File: config.mk
export PLATFORM = sky130hd
export DESIGN_NAME = fibre_a_arbiter_flat
export DESIGN_NICKNAME = d
export VERILOG_FILES = /design/src/rtl/fibre_a_arbiter_pkg.sv /design/src/rtl/fibre_a_arbiter_if.sv /design/src/rtl/fibre_a_arbiter_rr_arbiter.sv /design/src/rtl/fibre_a_arbiter.sv /design/src/flat_wrapper.sv
export SDC_FILE = /design/constraint.sdc
export NUM_CORES = 1
export LEC_CHECK = 0
export BUFFER_PORTS_ARGS = -buffer_cell sky130_fd_sc_hd__buf_2
export CAP_MARGIN = 20
export CORE_ASPECT_RATIO = 1.2
export CORE_MARGIN = 8
export CORE_UTILIZATION = 30
export DETAILED_ROUTE_END_ITERATION = 8
export HOLD_SLACK_MARGIN = 0.12
export PLACE_DENSITY_LB_ADDON = 0.2
export SYNTH_ARGS = -nofsm -noshare
export SYNTH_HDL_FRONTEND = slang
export SYNTH_SLANG_ARGS = --single-unit
File: constraint.sdc
create_clock -name clk -period 9.07 [get_ports clk]
set_clock_uncertainty 0.15 [all_clocks]
set_input_delay 2.721 -clock clk [delete_from_list [all_inputs] [get_ports clk]]
set_output_delay 2.721 -clock clk [all_outputs]
set_load 0.01 [all_outputs]
File: src/rtl/fibre_a_arbiter_pkg.sv
`default_nettype none
// ============================================================================
// Module  : fibre_a_arbiter_pkg
// Brief   : Shared helpers for the fibre_a read-port arbiter.
// Revision: 1.0
// ============================================================================
package fibre_a_arbiter_pkg;

    // Requester-id width, never narrower than one bit.
    function automatic int req_id_w(input int n);
        return (n < 2) ? 1 : $clog2(n);
    endfunction

endpackage : fibre_a_arbiter_pkg
`default_nettype wire

File: src/rtl/fibre_a_arbiter_if.sv
`default_nettype none
// ============================================================================
// Module  : fibre_a_arbiter_if
// Brief   : TPPE-side request/return bus and fibre_a SRAM read port.
// Revision: 1.0
// ============================================================================
interface fibre_a_arbiter_if #(
    parameter int NUM_REQ    = 4,
    parameter int ADDR_WIDTH = 8,
    parameter int TIMESTEPS  = 16
);
    logic [NUM_REQ-1:0]            req_read_en;
    logic [NUM_REQ*ADDR_WIDTH-1:0] req_addr_flat;
    logic [TIMESTEPS-1:0]          req_data;
    logic [NUM_REQ-1:0]            req_valid;
    logic                          mem_read_en;
    logic [ADDR_WIDTH-1:0]         mem_addr;
    logic [TIMESTEPS-1:0]          mem_data;

    modport slave (
        input  req_read_en, req_addr_flat, mem_data,
        output req_data, req_valid, mem_read_en, mem_addr
    );

    modport master (
        output req_read_en, req_addr_flat, mem_data,
        input  req_data, req_valid, mem_read_en, mem_addr
    );
endinterface : fibre_a_arbiter_if
`default_nettype wire

File: src/rtl/fibre_a_arbiter_rr_arbiter.sv
`default_nettype none
// ============================================================================
// Module  : fibre_a_arbiter_rr_arbiter
// Brief   : Combinational round-robin pick: first eligible index at/after ptr.
// Revision: 1.0
// ============================================================================
module fibre_a_arbiter_rr_arbiter #(
    parameter int NUM_REQ = 4,
    parameter int ID_W    = 2
) (
    input  logic [NUM_REQ-1:0] eligible_i,
    input  logic [ID_W-1:0]    ptr_i,
    output logic [NUM_REQ-1:0] grant_o,
    output logic [ID_W-1:0]    winner_o,
    output logic               any_o
);
    int idx;

    always_comb begin
        grant_o  = '0;
        winner_o = '0;
        any_o    = 1'b0;
        idx      = 0;
        for (int k = 0; k < NUM_REQ; k++) begin
            idx = int'(ptr_i) + k;
            if (idx >= NUM_REQ) idx = idx - NUM_REQ;
            if (!any_o && eligible_i[idx]) begin
                any_o        = 1'b1;
                winner_o     = ID_W'(idx);
                grant_o[idx] = 1'b1;
            end
        end
    end
endmodule : fibre_a_arbiter_rr_arbiter
`default_nettype wire

File: src/rtl/fibre_a_arbiter.sv
`default_nettype none
// ============================================================================
// Module  : fibre_a_arbiter
// Brief   : Round-robin share of the fibre_a SRAM read port among TPPEs, with
//           a tag pipe steering returned words. FIBRE_ARB_STATS_EN adds
//           saturating grant/wait counters.
// Revision: 1.0
// ============================================================================
module fibre_a_arbiter
    import fibre_a_arbiter_pkg::*;
#(
    parameter int NUM_REQ     = 4,
    parameter int ADDR_WIDTH  = 8,
    parameter int TIMESTEPS   = 16,
    parameter int MEM_LATENCY = 1,
    parameter int STATS_WIDTH = 16
) (
    input  wire logic          clk,
    input  wire logic          rst_n,
    fibre_a_arbiter_if.slave   bus
`ifdef FIBRE_ARB_STATS_EN
    ,
    output logic [NUM_REQ*STATS_WIDTH-1:0] grant_count_flat,
    output logic [NUM_REQ*STATS_WIDTH-1:0] wait_count_flat
`endif
);
    localparam int ID_W = req_id_w(NUM_REQ);

    typedef struct packed {
        logic            valid;
        logic [ID_W-1:0] id;
    } tag_t;

    if (NUM_REQ < 2 || MEM_LATENCY < 1 || STATS_WIDTH < 1) begin : g_bad_params
        $error("fibre_a_arbiter: illegal parameter set");
    end

    logic [ID_W-1:0]       ptr_q, ptr_d;
    logic [NUM_REQ-1:0]    inflight_q, inflight_d;
    tag_t                  tag_q [0:MEM_LATENCY];
    tag_t                  tag_d;
    logic                  mem_read_en_q;
    logic [ADDR_WIDTH-1:0] mem_addr_q, mem_addr_d;
    logic [NUM_REQ-1:0]    req_valid_q, req_valid_d;
    logic [TIMESTEPS-1:0]  req_data_q, req_data_d;

    logic [NUM_REQ-1:0]    eligible;
    logic [NUM_REQ-1:0]    grant;
    logic [ID_W-1:0]       winner;
    logic                  any_grant;

    assign eligible = bus.req_read_en & ~inflight_q;

    fibre_a_arbiter_rr_arbiter #(
        .NUM_REQ (NUM_REQ),
        .ID_W    (ID_W)
    ) u_rr (
        .eligible_i (eligible),
        .ptr_i      (ptr_q),
        .grant_o    (grant),
        .winner_o   (winner),
        .any_o      (any_grant)
    );

    always_comb begin
        ptr_d       = ptr_q;
        mem_addr_d  = mem_addr_q;
        req_valid_d = '0;
        req_data_d  = req_data_q;
        tag_d       = '{valid: any_grant, id: winner};
        // A returning requester is released here, so it re-competes next cycle.
        inflight_d  = (inflight_q & ~req_valid_q) | grant;
        if (any_grant) begin
            ptr_d      = (winner == ID_W'(NUM_REQ - 1)) ? '0 : winner + 1'b1;
            mem_addr_d = bus.req_addr_flat[winner*ADDR_WIDTH +: ADDR_WIDTH];
        end
        if (tag_q[MEM_LATENCY].valid) begin
            req_valid_d = NUM_REQ'(1) << tag_q[MEM_LATENCY].id;
            req_data_d  = bus.mem_data;
        end
    end

    always_ff @(posedge clk or negedge rst_n) begin
        if (!rst_n) begin
            ptr_q         <= '0;
            inflight_q    <= '0;
            mem_read_en_q <= 1'b0;
            mem_addr_q    <= '0;
            req_valid_q   <= '0;
            req_data_q    <= '0;
            for (int k = 0; k <= MEM_LATENCY; k++) tag_q[k] <= '0;
        end else begin
            ptr_q         <= ptr_d;
            inflight_q    <= inflight_d;
            mem_read_en_q <= any_grant;
            mem_addr_q    <= mem_addr_d;
            req_valid_q   <= req_valid_d;
            req_data_q    <= req_data_d;
            tag_q[0]      <= tag_d;
            for (int k = 1; k <= MEM_LATENCY; k++) tag_q[k] <= tag_q[k-1];
        end
    end

    assign bus.mem_read_en = mem_read_en_q;
    assign bus.mem_addr    = mem_addr_q;
    assign bus.req_valid   = req_valid_q;
    assign bus.req_data    = req_data_q;

`ifdef FIBRE_ARB_STATS_EN
    for (genvar i = 0; i < NUM_REQ; i++) begin : g_stats
        logic [STATS_WIDTH-1:0] grant_cnt_q;
        logic [STATS_WIDTH-1:0] wait_cnt_q;

        always_ff @(posedge clk or negedge rst_n) begin
            if (!rst_n) begin
                grant_cnt_q <= '0;
                wait_cnt_q  <= '0;
            end else begin
                if (grant[i] && grant_cnt_q != '1)
                    grant_cnt_q <= grant_cnt_q + 1'b1;
                if (eligible[i] && !grant[i] && wait_cnt_q != '1)
                    wait_cnt_q <= wait_cnt_q + 1'b1;
            end
        end

        assign grant_count_flat[i*STATS_WIDTH +: STATS_WIDTH] = grant_cnt_q;
        assign wait_count_flat[i*STATS_WIDTH +: STATS_WIDTH]  = wait_cnt_q;
    end
`endif
endmodule : fibre_a_arbiter
`default_nettype wire

File: src/flat_wrapper.sv
// flat-port wrapper written by rule: the top's interface ports become plain ports
module fibre_a_arbiter_flat import fibre_a_arbiter_pkg::*;
#(
    parameter int NUM_REQ     = 4,
    parameter int ADDR_WIDTH  = 8,
    parameter int TIMESTEPS   = 16,
    parameter int MEM_LATENCY = 1,
    parameter int STATS_WIDTH = 16
)
  (clk, rst_n, bus_req_read_en, bus_req_addr_flat, bus_mem_data, bus_req_data, bus_req_valid, bus_mem_read_en, bus_mem_addr);
  fibre_a_arbiter_if #(.NUM_REQ(NUM_REQ), .ADDR_WIDTH(ADDR_WIDTH), .TIMESTEPS(TIMESTEPS)) bus_i ();
  input  wire logic clk;
  input  wire logic rst_n;
  input wire logic [$bits(bus_i.req_read_en)-1:0] bus_req_read_en;
  input wire logic [$bits(bus_i.req_addr_flat)-1:0] bus_req_addr_flat;
  input wire logic [$bits(bus_i.mem_data)-1:0] bus_mem_data;
  output wire logic [$bits(bus_i.req_data)-1:0] bus_req_data;
  output wire logic [$bits(bus_i.req_valid)-1:0] bus_req_valid;
  output wire logic [$bits(bus_i.mem_read_en)-1:0] bus_mem_read_en;
  output wire logic [$bits(bus_i.mem_addr)-1:0] bus_mem_addr;
  assign bus_i.req_read_en = bus_req_read_en;
  assign bus_i.req_addr_flat = bus_req_addr_flat;
  assign bus_i.mem_data = bus_mem_data;
  assign bus_req_data = bus_i.req_data;
  assign bus_req_valid = bus_i.req_valid;
  assign bus_mem_read_en = bus_i.mem_read_en;
  assign bus_mem_addr = bus_i.mem_addr;
  fibre_a_arbiter #(.NUM_REQ(NUM_REQ), .ADDR_WIDTH(ADDR_WIDTH), .TIMESTEPS(TIMESTEPS), .MEM_LATENCY(MEM_LATENCY), .STATS_WIDTH(STATS_WIDTH)) u_core (.clk(clk), .rst_n(rst_n), .bus(bus_i));
endmodule
# Yosys cells after proc, flatten, opt, wreduce, memory -nomap -nowiden
# Index checks and enable logic that the tools add are counted.
# totals
register_bits	40
inputBits	54
output_inout_bits	29
# op_classes
n_addsub	8
n_lt_le_gt_ge	12
n_eq_ne	1
n_shift	2
muxes	38
n_bitwise	8
reduce_logical	10
# op_table
cell	count
$ge 32x1->1 const B	4
$lt 32x4->1 const B	4
$mux 32	4
$shiftx 32x6->8	1
$mux 4	5
$mux 1	16
$or 4x4->4	4
$sub 3x3->4 const B	3
$mux 2	5
$ge 3x3->1 const B	3
$and 4x4->4	2
$bmux 1 s2	4
$demux 1 s2	4
$not 4->4	2
$logic_and 1x1->1	7
$add 2x2->3 const B	2
$shl 1x2->4 const A	1
$sub 2x3->4 const B	1
$add 2x1->3 const B	1
$ge 2x3->1 const B	1
$logic_not 1->1	3
$add 2x1->2 const B	1
$eq 2x2->1 const B	1

# Longest topological paths before layout
# Gate-level depths: netlist of the first run.
# depth
depth_word	17
depth_mapped	10

# Modules after synthesis
# From an unflattened synthesis of the first run, not the netlist that was laid out.
# unflattened
cells_unflattened	165
hier_area_um2	2120.8
# modules_own_cells
mod	instances	cells_per_inst	area_per_inst_um2	seq_area_each_um2
fibre_a_arbiter	1	117	1660.3	1001.0
fibre_a_arbiter_rr_arbiter	1	48	460.4	0.0

# Worst setup path before layout of the first run
# Ideal clock, no wire load.
# synth_timing
path_type	input port to flip-flop
from	input port bus_req_read_en[2]
to	register u_core.mem_addr_q[6] (netlist: u_core.bus.mem_addr[6])
setup_ns	0.104
arrival_time_ns	4.470
required_time_ns	8.816
path_slack_ns	4.347
path_stages	7
path_cell_list	or2b_1 mux4_1 mux2i_4 xnor2_4 buf_12 mux2i_1 a221oi_1
# synth_via
elab_chain_cells	15
word_cells_on_any_way	28
# synth_rtl
element	line	source
from (decl)	flat_wrapper.sv:14	input wire logic [$bits(bus_i.req_read_en)-1:0] bus_req_read_en;
$and 4x4->4 *	fibre_a_arbiter.sv:52	assign eligible = bus.req_read_en & ~inflight_q;
$bmux 1 s2	fibre_a_arbiter_rr_arbiter.sv:27	if (!any_o && eligible_i[idx]) begin
$mux 1 (implied by the code) (2 in a row)	fibre_a_arbiter_rr_arbiter.sv:27	
$mux 1	fibre_a_arbiter_rr_arbiter.sv:27	
$logic_not 1->1	fibre_a_arbiter_rr_arbiter.sv:27	
$logic_and 1x1->1	fibre_a_arbiter_rr_arbiter.sv:27	
$mux 1	fibre_a_arbiter_rr_arbiter.sv:27	
$logic_not 1->1	fibre_a_arbiter_rr_arbiter.sv:27	
$logic_and 1x1->1	fibre_a_arbiter_rr_arbiter.sv:27	
$mux 1	fibre_a_arbiter_rr_arbiter.sv:27	
$logic_not 1->1	fibre_a_arbiter_rr_arbiter.sv:27	
$logic_and 1x1->1	fibre_a_arbiter_rr_arbiter.sv:27	
$mux 2	fibre_a_arbiter_rr_arbiter.sv:27	
$shiftx 32x6->8	fibre_a_arbiter.sv:75	mem_addr_d = bus.req_addr_flat[winner*ADDR_WIDTH +: ADDR_WIDTH];
to (signal assigned)	fibre_a_arbiter.sv:96	mem_addr_q <= mem_addr_d;
to (decl)	fibre_a_arbiter.sv:43	logic [ADDR_WIDTH-1:0] mem_addr_q, mem_addr_d;
# Mark *: on every way between the ends. The rest lies on a longest branch, timed or not. The select of a mux whose other input is x is not followed.
# A chain may end at the register's enable or synchronous reset.

# Worst setup path in the final report of the first run
# layout_timing
from	input port bus_req_read_en[2]
to	register u_core.ptr_q[0]
# layout_via
elab_chain_cells	16
word_cells_on_any_way	30
# layout_rtl
element	line	source
$and 4x4->4 *	fibre_a_arbiter.sv:52	
$bmux 1 s2	fibre_a_arbiter_rr_arbiter.sv:27	
$mux 1 (implied by the code) (2 in a row)	fibre_a_arbiter_rr_arbiter.sv:27	
$mux 1	fibre_a_arbiter_rr_arbiter.sv:27	
$logic_not 1->1	fibre_a_arbiter_rr_arbiter.sv:27	
$logic_and 1x1->1	fibre_a_arbiter_rr_arbiter.sv:27	
$mux 1	fibre_a_arbiter_rr_arbiter.sv:27	
$logic_not 1->1	fibre_a_arbiter_rr_arbiter.sv:27	
$logic_and 1x1->1	fibre_a_arbiter_rr_arbiter.sv:27	
$mux 1	fibre_a_arbiter_rr_arbiter.sv:27	
$logic_not 1->1	fibre_a_arbiter_rr_arbiter.sv:27	
$logic_and 1x1->1	fibre_a_arbiter_rr_arbiter.sv:27	
$mux 2 *	fibre_a_arbiter_rr_arbiter.sv:27	
named net u_core.u_rr.winner_o[1]	fibre_a_arbiter_rr_arbiter.sv:14	output logic [ID_W-1:0] winner_o,
$eq 2x2->1 *	fibre_a_arbiter.sv:74	ptr_d = (winner == ID_W'(NUM_REQ - 1)) ? '0 : winner + 1'b1;
$mux 2 *	fibre_a_arbiter.sv:74	
to (signal assigned)	fibre_a_arbiter.sv:93	ptr_q <= ptr_d;
to (decl)	fibre_a_arbiter.sv:38	logic [ID_W-1:0] ptr_q, ptr_d;
# Mark *: on every way through the listed nets, which the timed path passes. The rest lies on a longest branch. The select of a mux whose other input is x is not followed.

==> flow_summary.yaml, run 1 <==
power_and_ir_drop:
  power.density_mw_per_mm2: 363
  power.total_mw: 0.976
  p_leak_nw: 1.28
  vdd_drop_max_mv: 0.156
job:
  cap_violations: 0
placement:
  hpwlAfterDp_mm: 4.21
  placed_cells: 333
  gp_congestion: 0.773
  port_buffers: 82
  placed_cell_area_mm2: 0.00260
yosys:
  syn_nets: 232
  synth_most_common_cell: "dfrtp_1"
  postSynth.asyncResetShare_pct: 100
  yosys.cell_types.count: 39
  ys_top_cells_by_area: "dfrtp_1 47%, mux2_2 8.5%, mux2i_1 7.6%"
  synth-edff-count: 0
  syn_area_per_cell_um2: 12.5
  ys_seq_area_share_pct: 47.3
  syn_inst: 169
  synth-seq-cells: 40
  synth_ff_type: "dfrtp_1"
  netlist_area_mm2: 0.00212
  synth_top_area_share_pct: 47.3
  synth_top_area_cell: "dfrtp_1"
  yosys_warnings: 0
  synth_commonest_cells: "40 x dfrtp_1, 16 x mux2_2, 16 x mux2i_1"
global_route:
  grt_pass1_vias: 1736
  antenna_found_initial: 0
  grt_pass1_wl_mm: 8.80
  grt_usage_pct: 11.1
  grt_max_degree: 41
  grt_overflow: 0
cells_and_area:
  design_area_mm2: 0.00269
  drive_above_1_share_pct: 44.1
  n_fill_cell: 705
  diodes: 0
  area_growth_pct: 27.0
  final_cells: 341
  num-nets-final: 316
worst_setup_path:
  crit_required_ps: 9100
  cp.arrival_ps: 4940
  end_kind: "register"
  worstPathMaxFanout: 10
  crit_type: "in -> reg"
  startpoint_type: "input pin"
drt:
  drt_iter0_markers: 42
  drt_pass1_iterations: 4
  vias_per_cell: 4.80
  drc: 0
  vias: 1636
  drtAntennaViolNets: 0
  drt-total-wl_mm: 5.49
  route.detailed.wl_per_inst_um: 16.1
floorplanning:
  pin_count: 83
  initial_core_util_pct: 30.9
  coreArea_mm2: 0.00685
  rows: 33
  die_area_mm2: 0.0100
  die_x_um: 92.7
  die_h_um: 108
clock_tree:
  cts_buffer_depth: 2
  path_clk_slew_ps: 80
  postCtsHoldBufs: 0
  htree_levels: 2
  post_cts_buffers: 0
  clock_latency_ps: 290
  cts-root-buf: "clkbuf_8"
  clock-sinks: 40
  cts_buffers: 5
  cts_tree: "built"
  cts_resized: 0
sta:
  drv_slew: 0
  worstMarginPinSlew_ps: 910
  relSlewSlack_pct: 39.3
  min_period_ps: 4910
  fmax_mhz: 204
  rsz0062_at_grt: "no"
  tns_ps: 0
  finalHoldViolCount: 0
  setup_violations: 0
  post-route-period-util_pct: 54.1
status:
  status: "finished, final reports clean"
hold_path:
  hold_class: "reg -> reg"
-- cell type report --
class,instances,area [µm²],area share (%)
multi-input cells,122,1070,39.8
flip-flops and latches,40,1000,37.2
repair buffers,82,410,15.3
well taps,87,109,4.05
clock buffers,8,90.1,3.35
inverters,2,7.51,0.279
-- metrics by stage --
stage,worst slack (ps),util [%],hold slack [ps]
final,4160,39.2,204
after global routing,3950,39.2,215
after CTS,4170,39.2,212
after detailed placement,3850,37.9,186
after global placement,3900,37.9,190
after floorplan,4350,-,181
-- logic make-up (layout without fill, tap and decap cells) --
kind of cell | after synthesis | in the layout | synth area share (%)
buffers and inverters | 7 | 92 | 2.19
AO/OA/AOI/OAI | 32 | 32 | 13.1
flip-flops | 40 | 40 | 47.3
XOR/XNOR | 1 | 1 | 1.30
adder cells (fa/ha/maj) | 9 | 9 | 5.32
AND/OR/NAND/NOR | 45 | 45 | 11.3
multiplexers | 35 | 35 | 19.4
-- routing by layer --
| layer | global-route usage, % | share of wire (%) |
|---|---|---|
| met5 | 0 | 0 |
| met4 | 3.11 | 1.1 |
| met3 | 3.26 | 3.8 |
| met2 | 19.7 | 54 |
| met1 | 12.7 | 41 |
-- sequential cells by signal, indices dropped and copies added, names as in the netlist --
| name | count |
|---|---|
| u_core.bus.req_data | 16 |
| u_core.bus.mem_addr | 8 |
| u_core.tag_q | 6 |
| u_core.ptr_q | 2 |
| u_core.inflight_q | 4 |
| u_core.bus.req_valid | 4 |
-- final timing paths --
| check | from | slack, ps | cells past startpoint | endpoint |
|---|---|---|---|---|
| setup / recovery | bus_req_read_en[2] | 4160 | 8 | u_core.ptr_q[0]$_DFFE_PN0P_ |
| hold / removal | u_core.tag_q[4]$_DFF_PN0_ | 200 | 0 | u_core.tag_q[1]$_DFF_PN0_ |
| setup reg to reg | u_core.ptr_q[0]$_DFFE_PN0P_ | 5440 | 7 | u_core.bus.mem_addr[5]$_DFFE_PN0P_ |
| hold reg to reg | u_core.tag_q[4]$_DFF_PN0_ | 200 | 0 | u_core.tag_q[1]$_DFF_PN0_ |
| max in group asynchronous | rst_n | 5800 | 1 | u_core.bus.mem_addr[0]$_DFFE_PN0P_ |
| min in group asynchronous | rst_n | 2410 | 1 | u_core.bus.mem_addr[6]$_DFFE_PN0P_ |
-- layout by cell type, fill, tap and decap left out, drive strengths merged, types with 2 or more instances in the layout --
cell type	netlist	routed
nor2	13	13
a221oi	9	9
dfrtp	40	40
nor2b	6	6
nand2b	4	4
ha	9	9
and2b	2	2
mux2i	17	17
buf	2	82
o21ai	7	7
nor3b	3	3
clkbuf	3	8
nand2	7	7
a21oi	3	3
mux4	2	2
mux2	16	16
nand3	3	3
a221o	8	8
-- power by group --
group	switching, mW	internal (mW)
Clock	0.0601	0.0621
Combinational	0.261	0.257
Sequential	0.0744	0.262
Total	0.395	0.581
-- critical path, stage by stage --
cell      delay, ps
buf_2            90
nor3b_1         370
a21oi_1         160
o21ba_2         280
a221oi_2        710
ha_1            280
nor2_1           40
a32o_1          280
(Power assumes the default switching activity.)
==> run 2: changes to the inputs <==
- ABC_AREA: unset -> 1
- clock period: 9.07 -> 4.6 ns (I/O delays scaled with it)
==> flow_summary.yaml, run 2 <==
yosys:
  synth-seq-cells: 40
  ys_seq_area_share_pct: 41.6
  synth_top_family_by_area: "simple AND/OR/NAND/NOR gates"
  synth_ff_type: "dfrtp_1"
  synth_commonest_cells: "117 x nand2_1, 46 x inv_1, 40 x dfrtp_1"
  syn_area_per_cell_um2: 7.72
  synth_top_area_share_pct: 41.6
  yosys_warnings: 0
  syn_nets: 375
  synth_simple_gate_area_share_pct: 37.4
  netlist_area_mm2: 0.00241
  yosys.cell_types.count: 30
  synthAdderAreaFrac_pct: 4.68
  postSynth.asyncResetShare_pct: 100
  ys_top_cells_by_area: "dfrtp_1 42%, nand2_1 18%, inv_1 7.2%"
  synth-edff-count: 0
  synth_compound_area_share_pct: 4.99
  syn_inst: 312
  muxShareOfSynthArea_pct: 0
  synth_xor_area_share_pct: 0
  synth_top_area_cell: "dfrtp_1"
  synth_most_common_cell: "nand2_1"
drt:
  route.detailed.wl_per_inst_um: 13.1
  vias_per_cell: 4.56
  drt-total-wl_mm: 6.35
  vias: 2202
  drt_iter0_markers: 67
  drtAntennaViolNets: 0
  drt_pass1_iterations: 4
  drc: 0
placement:
  gp_congestion: 0.888
  post-place-ws_ps: 1190
  port_buffers: 82
  placed_cell_area_mm2: 0.00286
  hpwlAfterDp_mm: 4.92
  placed_cells: 478
floorplanning:
  initial_core_util_pct: 30.2
  die_area_mm2: 0.0112
  die_x_um: 97.8
  rows: 36
  pin_count: 83
  die_h_um: 114
  coreArea_mm2: 0.00797
worst_setup_path:
  crit_type: "in -> reg"
  setup.worst_path.start: "bus_req_read_en[1]"
  end_kind: "register"
  r2r_end: "u_core.ptr_q[1]$_DFFE_PN0P_"
  worstPathMaxFanout: 29
  r2r_slack_ps: 1630
  startpoint_type: "input pin"
  timing.critical_path.to: "u_core.ptr_q[1]$_DFFE_PN0P_"
  reg2reg_depth: 10
  cp.arrival_ps: 3110
  crit_required_ps: 4610
  reg2reg_from: "u_core.ptr_q[0]$_DFFE_PN0P_"
sta:
  rsz0062_at_grt: "no"
  tns_ps: 0
  min_period_ps: 3100
  finalHoldViolCount: 0
  setup_ws_ps: 1500
  post-route-period-util_pct: 67.3
  worstMarginPinSlew_ps: 884
  drv_slew: 0
  relSlewSlack_pct: 41.1
  fmax_mhz: 323
  holdWs_ps: 209
  setup_violations: 0
global_route:
  grt_overflow: 0
  antenna_found_initial: 0
  grt_usage_pct: 11.6
  grt_pass1_wl_mm: 10.7
  grt_pass1_vias: 2378
  grt_max_degree: 41
cells_and_area:
  largest_reg_flops: 16
  design_area_mm2: 0.00292
  n_fill_cell: 912
  final_cells: 483
  final_util_pct: 36.7
  drive_above_1_share_pct: 28.9
  final_common_cell: "nand2_1"
  num-nets-final: 453
  area_growth_pct: 21.5
  diodes: 0
  final_cell_mix: "117 x nand2_1, 82 x buf_2, 46 x inv_1"
clock_tree:
  post_cts_buffers: 0
  cts_resized: 0
  cts-root-buf: "clkbuf_8"
  path_clk_slew_ps: 70
  htree_levels: 2
  clock_latency_ps: 280
  cts_buffers: 5
  cts_buffer_depth: 2
  postCtsHoldBufs: 0
  clock-sinks: 40
  cts_tree: "built"
power_and_ir_drop:
  vdd_drop_max_mv: 0.318
  power.total_mw: 2.54
  power.density_mw_per_mm2: 870
  p_leak_nw: 1.71
hold_path:
  hold_class: "reg -> reg"
job:
  cap_violations: 0
status:
  status: "finished, final reports clean"
==> run 2: cell types whose count changed in the layout (fill, tap and decap cells not counted), moves of 6 or more <==
cell | previous run | this run
a221o_1 | 8 | 0
a221oi_1 | 8 | 2
inv_1 | 1 | 46
mux2_2 | 16 | 0
mux2i_1 | 16 | 0
nand2_1 | 7 | 117
nand2_2 | 0 | 8
nand3_1 | 3 | 27
nand4_1 | 1 | 16
nor2_1 | 13 | 3
nor2b_1 | 6 | 0
==> run 2: worst min path at each step <==
stage	start	endpoint	slack (ps)	depth (start not counted)
after floorplan	u_core.tag_q[3]$_DFF_PN0_	u_core.tag_q[0]$_DFF_PN0_	180	0
after global placement	u_core.tag_q[4]$_DFF_PN0_	u_core.tag_q[1]$_DFF_PN0_	190	0
after detailed placement	u_core.tag_q[4]$_DFF_PN0_	u_core.tag_q[1]$_DFF_PN0_	200	0
after CTS	u_core.tag_q[4]$_DFF_PN0_	u_core.tag_q[1]$_DFF_PN0_	210	0
after global routing	u_core.tag_q[3]$_DFF_PN0_	u_core.tag_q[0]$_DFF_PN0_	220	0
final	u_core.tag_q[4]$_DFF_PN0_	u_core.tag_q[1]$_DFF_PN0_	210	0
==> run 2: critical path: stages <==
cell and delay [ps]:
buf_2 110, nand3_1 110, nand2_2 110, nand2_4 80, nand2_4 100, nor2_8 180, nand3_4 280, nand3_4 310
inv_2 70, ha_1 270, nand2_1 60, o21ai_1 60
==> run 2: cell families after synthesis <==
kind of cell,after synthesis
compound gates,16
fa+ha+maj,9
buf+inv,61
flops,40
simple gates,186
==> run 2: per-layer routing <==
layer / global-route usage [%] / part of all wire, %
met5: 0 / 0
met4: 3.65 / 1.7
met3: 3.04 / 5.0
met2: 20.8 / 51
met1: 13.1 / 42
==> run 2: final cells by class <==
| class | count | area [µm²] | share of cell area [%] |
|---|---|---|---|
| clock buffer | 5 | 68.8 | 2.35 |
| inverter | 50 | 193 | 6.59 |
| multi-input combinational | 211 | 1130 | 38.7 |
| sequential | 40 | 1000 | 34.2 |
| tap | 95 | 119 | 4.07 |
| timing repair buffer | 82 | 410 | 14.0 |
==> run 2: report_power, final <==
group | internal (mW) | switching, mW | leakage (nW)
sequential | 0.528 | 0.119 | 0.480
combinational | 0.573 | 1.12 | 1.20
clock | 0.0977 | 0.107 | 0.0359
